File: src/rtl/ahb_lite_simple_master.sv
// Single-outstanding-pipeline AHB-Lite master: one address-phase stage (A) and one
// data-phase stage (D), with two-cycle ERROR handling and cancellation of the queued request.
module ahb_lite_simple_master #(
  parameter int HADDR_WIDTH = 32,
  parameter int HDATA_WIDTH = 32
) (
  input  logic                   HCLK,
  input  logic                   HRESETn,
  input  logic                   req_valid,
  output logic                   req_ready,
  input  logic [HADDR_WIDTH-1:0] req_addr,
  input  logic                   req_write,
  input  logic [2:0]             req_size,
  input  logic [HDATA_WIDTH-1:0] req_wdata,
  output logic                   rsp_valid,
  output logic [HDATA_WIDTH-1:0] rsp_rdata,
  output logic                   rsp_err,
  output logic [HADDR_WIDTH-1:0] HADDR,
  output logic [2:0]             HSIZE,
  output logic                   HWRITE,
  output logic [1:0]             HTRANS,
  output logic [2:0]             HBURST,
  output logic                   HMASTLOCK,
  output logic [3:0]             HPROT,
  output logic [HDATA_WIDTH-1:0] HWDATA,
  input  logic                   HREADY,
  input  logic [HDATA_WIDTH-1:0] HRDATA,
  input  logic                   HRESP
);

  typedef enum logic {
    ST_RUN,
    ST_ERR1
  } err_state_e;

  typedef enum logic [1:0] {
    TRANS_IDLE   = 2'b00,
    TRANS_NONSEQ = 2'b10
  } htrans_e;

  err_state_e             err_state_q, err_state_d;
  logic                   a_valid_q, a_valid_d;
  logic [HDATA_WIDTH-1:0] a_wdata_q, a_wdata_d;
  logic [HADDR_WIDTH-1:0] haddr_q, haddr_d;
  logic [2:0]             hsize_q, hsize_d;
  logic                   hwrite_q, hwrite_d;
  logic                   d_valid_q, d_valid_d;
  logic                   d_write_q, d_write_d;
  logic [HDATA_WIDTH-1:0] hwdata_q, hwdata_d;
  logic                   cancel_q, cancel_d;
  logic                   rsp_valid_q, rsp_valid_d;
  logic                   rsp_err_q, rsp_err_d;
  logic [HDATA_WIDTH-1:0] rsp_rdata_q, rsp_rdata_d;

  always_comb begin
    err_state_d = err_state_q;
    a_valid_d   = a_valid_q;
    a_wdata_d   = a_wdata_q;
    haddr_d     = haddr_q;
    hsize_d     = hsize_q;
    hwrite_d    = hwrite_q;
    d_valid_d   = d_valid_q;
    d_write_d   = d_write_q;
    hwdata_d    = hwdata_q;
    cancel_d    = cancel_q;
    rsp_valid_d = 1'b0;
    rsp_err_d   = 1'b0;
    rsp_rdata_d = '0;

    if (err_state_q == ST_ERR1) begin
      // A was already flushed on the first error cycle, so D simply empties here.
      if (HREADY) begin
        rsp_valid_d = 1'b1;
        rsp_err_d   = 1'b1;
        d_valid_d   = 1'b0;
        d_write_d   = 1'b0;
        err_state_d = ST_RUN;
      end
    end else begin
      // A pending cancel is reported one cycle after the erroring transfer; D is
      // guaranteed empty then, so it never competes with a normal completion.
      if (cancel_q) begin
        rsp_valid_d = 1'b1;
        rsp_err_d   = 1'b1;
        cancel_d    = 1'b0;
      end else if (HREADY && d_valid_q) begin
        rsp_valid_d = 1'b1;
        rsp_err_d   = HRESP;
        if (!d_write_q && !HRESP) begin
          rsp_rdata_d = HRDATA;
        end
      end

      if (HREADY) begin
        d_valid_d = a_valid_q;
        d_write_d = a_valid_q && hwrite_q;
        if (a_valid_q && hwrite_q) begin
          hwdata_d = a_wdata_q;
        end
        a_valid_d = req_valid;
        if (req_valid) begin
          haddr_d   = req_addr;
          hsize_d   = req_size;
          hwrite_d  = req_write;
          a_wdata_d = req_wdata;
        end
      end else if (d_valid_q && HRESP) begin
        err_state_d = ST_ERR1;
        cancel_d    = a_valid_q;
        a_valid_d   = 1'b0;
      end
    end
  end

  always_ff @(posedge HCLK or negedge HRESETn) begin
    if (!HRESETn) begin
      err_state_q <= ST_RUN;
      a_valid_q   <= 1'b0;
      a_wdata_q   <= '0;
      haddr_q     <= '0;
      hsize_q     <= '0;
      hwrite_q    <= 1'b0;
      d_valid_q   <= 1'b0;
      d_write_q   <= 1'b0;
      hwdata_q    <= '0;
      cancel_q    <= 1'b0;
      rsp_valid_q <= 1'b0;
      rsp_err_q   <= 1'b0;
      rsp_rdata_q <= '0;
    end else begin
      err_state_q <= err_state_d;
      a_valid_q   <= a_valid_d;
      a_wdata_q   <= a_wdata_d;
      haddr_q     <= haddr_d;
      hsize_q     <= hsize_d;
      hwrite_q    <= hwrite_d;
      d_valid_q   <= d_valid_d;
      d_write_q   <= d_write_d;
      hwdata_q    <= hwdata_d;
      cancel_q    <= cancel_d;
      rsp_valid_q <= rsp_valid_d;
      rsp_err_q   <= rsp_err_d;
      rsp_rdata_q <= rsp_rdata_d;
    end
  end

  assign req_ready = HREADY && (err_state_q != ST_ERR1);
  assign HTRANS    = a_valid_q ? TRANS_NONSEQ : TRANS_IDLE;
  assign HADDR     = haddr_q;
  assign HSIZE     = hsize_q;
  assign HWRITE    = hwrite_q;
  assign HWDATA    = hwdata_q;
  assign HBURST    = 3'b000;
  assign HMASTLOCK = 1'b0;
  assign HPROT     = 4'b0011;
  assign rsp_valid = rsp_valid_q;
  assign rsp_err   = rsp_err_q;
  assign rsp_rdata = rsp_rdata_q;

endmodule

File: config.mk
export PLATFORM = sky130hd
export DESIGN_NAME = ahb_lite_simple_master
export DESIGN_NICKNAME = d
export VERILOG_FILES = /design/src/rtl/ahb_lite_simple_master.sv
export SDC_FILE = /design/constraint.sdc
export NUM_CORES = 1
export LEC_CHECK = 0
export BUFFER_PORTS_ARGS = -buffer_cell sky130_fd_sc_hd__clkbuf_2
export CELL_PAD_IN_SITES_DETAIL_PLACEMENT = 2
export CELL_PAD_IN_SITES_GLOBAL_PLACEMENT = 2
export CORE_AREA = 3 3 131 133
export DETAILED_ROUTE_END_ITERATION = 8
export DIE_AREA = 0 0 134 136
export PLACE_DENSITY_LB_ADDON = 0.3
export SETUP_SLACK_MARGIN = 0.4
export SLEW_MARGIN = 20
export SYNTH_ARGS = -nofsm -noshare
export SYNTH_HDL_FRONTEND = slang
export SYNTH_SLANG_ARGS = --single-unit
File: constraint.sdc
create_clock -name HCLK -period 2.5 [get_ports HCLK]
set_input_delay 0.25 -clock HCLK [delete_from_list [all_inputs] [get_ports HCLK]]
set_output_delay 0.25 -clock HCLK [all_outputs]
set_load 0.01 [all_outputs]
==> metrics.csv <==
metric;value;unit
rrSetupSlack;0.74;ns
ios;218;
final_nets;678;
drive_gt1_share;65.0;%
p_per_area;986;nW/um2
internal_power;5.25;mW
numPortBuffers;208;
hp-class;input port to flop;
slowest_stage;dfrtp_1;
yosys_most_used_dff;dfrtp_1;
seq_area_frac_synth;63.7;%
drt_iter0_drc;96;
r2r-start;err_state_q;
postSynthAreaPerCell;15.2;um2
netlist_instances;358;
synth-async-reset-ratio;100;%
slew_viol_final;0;
htreeDepth;4;
clockBufferDepth;2;
cts.sinks;139;
numCtsBuffers;17;
insertedDiodeCount;0;
cts_root_buf;clkbuf_16;
insertion_delay;0.41;ns
worst_slew_pin_slew;0.645;ns
fin_crit_sh;70.4;%
slew_headroom;57.0;%
area.growth.synth_to_final;34.4;%
drv_cap;0;
wirelength;14300;um
gp_congestion;0.720;
end_kind;flop;
min_to;rsp_rdata[31];
synth_seq_cells;139;
die_y;136;um
reg2reg_to;HSIZE[0];
ir_drop;0.452;mV
swShare;27.4;%
rsz0062_at_grt;no;
fmax;568;MHz
critical_path_class;flop to flop;
wire_per_inst;17.8;um
pwr-share-clk;36.8;%
dieArea;18200;um2
fillCellCount;1649;
critPathTopFamily;flip-flops;
p_sw;1.98;mW
syn_area;5460;um2
power_leakage;3.78;nW
initial_core_util;34.2;%
worstSetupStartpointType;flop;
row_count;46;
grt_pass1_vias;4201;
yosysWarningCount;0;
combPwrFrac;21.0;%
grt_max_degree;66;
finalWorstSetupSlack;0.739;ns
drtAntennaViolNets;0;
skew;0.00523;ns
arrival;2.05;ns
core-area;15900;um2
globalRoute.totalOverflow;0;
synth_edf_count;0;
synth_cell_types;25;
required;2.79;ns
crit_chain;nand3b_4 -> buf_4 -> mux2_2;
grt_pass1_wl;22700;um
via_per_inst;4.45;
whs_path_depth;3;
setup_tns;0;ns
antenna_found_initial;0;
hold-worst-slack;0.0376;ns
crit_fanout;27;
first_pass_iters;4;
setup_viol;0;
hold_violations;0;
grt_usage;16.2;%
dp_slack;0.716;ns
vias;3565;
die_w;134;um
power_frac_seq;42.2;%
hp-start;HRDATA[31];
cts_resized;0;
drc;0;
cpPeakStageDelay;0.47;ns
min_period;1.76;ns
status;finished clean;
crit_buf_inv;1;
place_hpwl;10400;um
cts_tree;yes;
clkTransAtPathRegs;0.06;ns
rr_worst_depth;3;
## flip-flops by register name, indices dropped and copies added, names as in the netlist
name         count
HADDR           32
HSIZE            3
HWDATA          32
HWRITE           1
a_valid_q        1
a_wdata_q       32
cancel_q         1
d_valid_q        1
d_write_q        1
err_state_q      1
rsp_err          1
rsp_rdata       32
rsp_valid        1
## power groups by stage
stage / logic (mW) / clock network (mW) / registers [mW]
floorplan: 0.658 / 0 / 3.22
global placement: 1.49 / 0 / 3.05
detailed placement: 1.55 / 0 / 3.08
CTS: 1.56 / 2.73 / 3.06
global route: 1.66 / 2.87 / 3.12
finish: 1.52 / 2.66 / 3.05
## worst reg2reg max path: stages (launching register included)
cell      delay [ns]
dfrtp_1         0.47
nand3b_4        0.46
buf_4           0.33
mux2_2          0.38
## repair_timing
item / in CTS / in global routing
buffers inserted: 0 / 0
endpoints found under the hold margin: 62 / 0
hold buffers: 1 / 0
## synth_stat cells (2+ instances only)
library cell / number / area share (%)
buf_2: 15 / 1.4
buf_4: 10 / 1.4
buf_6: 5 / 1.0
conb_1: 2 / 0.14
dfrtp_1: 139 / 64
inv_1: 37 / 2.5
mux2_1: 2 / 0.41
mux2_2: 89 / 18
mux2_4: 9 / 2.5
nand2_1: 4 / 0.28
nor3_1: 2 / 0.18
nor3_2: 27 / 5.0
nor3_4: 3 / 0.89
o21ai_0: 3 / 0.28
## cells by family (layout without fill, tap and decap cells)
| group | Yosys count | after routing | share of synthesized area, % |
|---|---|---|---|
| flip-flops | 139 | 139 | 63.7 |
| AO/OA/AOI/OAI | 7 | 7 | 0.803 |
| AND/OR/NAND/NOR | 43 | 43 | 7.73 |
| buffers and inverters | 67 | 288 | 6.33 |
| multiplexers | 100 | 100 | 21.3 |
| other | 2 | 9 | 0.138 |
## through the flow
step	instance area (um2)	cells	utilization [%]	total power, mW
2_1_floorplan	5480	365	-	3.88
3_3_place_gp	6700	769	42.0	4.54
3_5_place_dp	6700	769	42.0	4.63
4_1_cts	7330	802	46.0	7.35
5_1_grt	7330	802	46.0	7.65
6_report	7330	802	46.0	7.23
## cells in the final DEF, fill, tap and decap left out, types with 3 or more instances in the layout
cell type | Yosys | final
clkbuf_2 | 0 | 207
dfrtp_1 | 139 | 139
mux2_2 | 89 | 89
inv_1 | 37 | 37
nor3_2 | 27 | 27
clkbuf_16 | 0 | 17
mux2_4 | 9 | 9
conb_1 | 2 | 9
buf_4 | 10 | 8
nand2_1 | 4 | 4
clkinvlp_4 | 0 | 4
bufinv_16 | 0 | 4
clkinv_2 | 0 | 4
nor3_4 | 3 | 3
o21ai_0 | 3 | 3
## per-layer routing
layer	GRT usage (%)	wire length (um)	vias to the layer above
met5	0	0	-
met4	4.40	161	0
met3	6.96	1220	15
met2	28.0	7480	139
met1	18.4	5440	1813
li1	-	-	1598
## final cells by class
cell class / instances / area (um2) / area share (%)
Sequential cell: 139 / 3480 / 47.4
Multi-Input combinational cell: 159 / 1660 / 22.7
Timing Repair Buffer: 219 / 1160 / 15.8
Clock buffer: 20 / 457 / 6.23
Tap cell: 216 / 270 / 3.69
Clock inverter: 12 / 170 / 2.32
Inverter: 37 / 139 / 1.89
## how the worst max path moves through the flow
stage / startpoint / end / depth (start not counted)
5_1_grt: err_state_q / HSIZE[0] / 3
3_5_place_dp: err_state_q / a_wdata_q[25] / 3
4_1_cts: err_state_q / HSIZE[0] / 3
6_report: err_state_q / HSIZE[0] / 3
2_1_floorplan: err_state_q / a_wdata_q[22] / 5
3_3_place_gp: err_state_q / a_wdata_q[25] / 3
(Power assumes the default switching activity.)
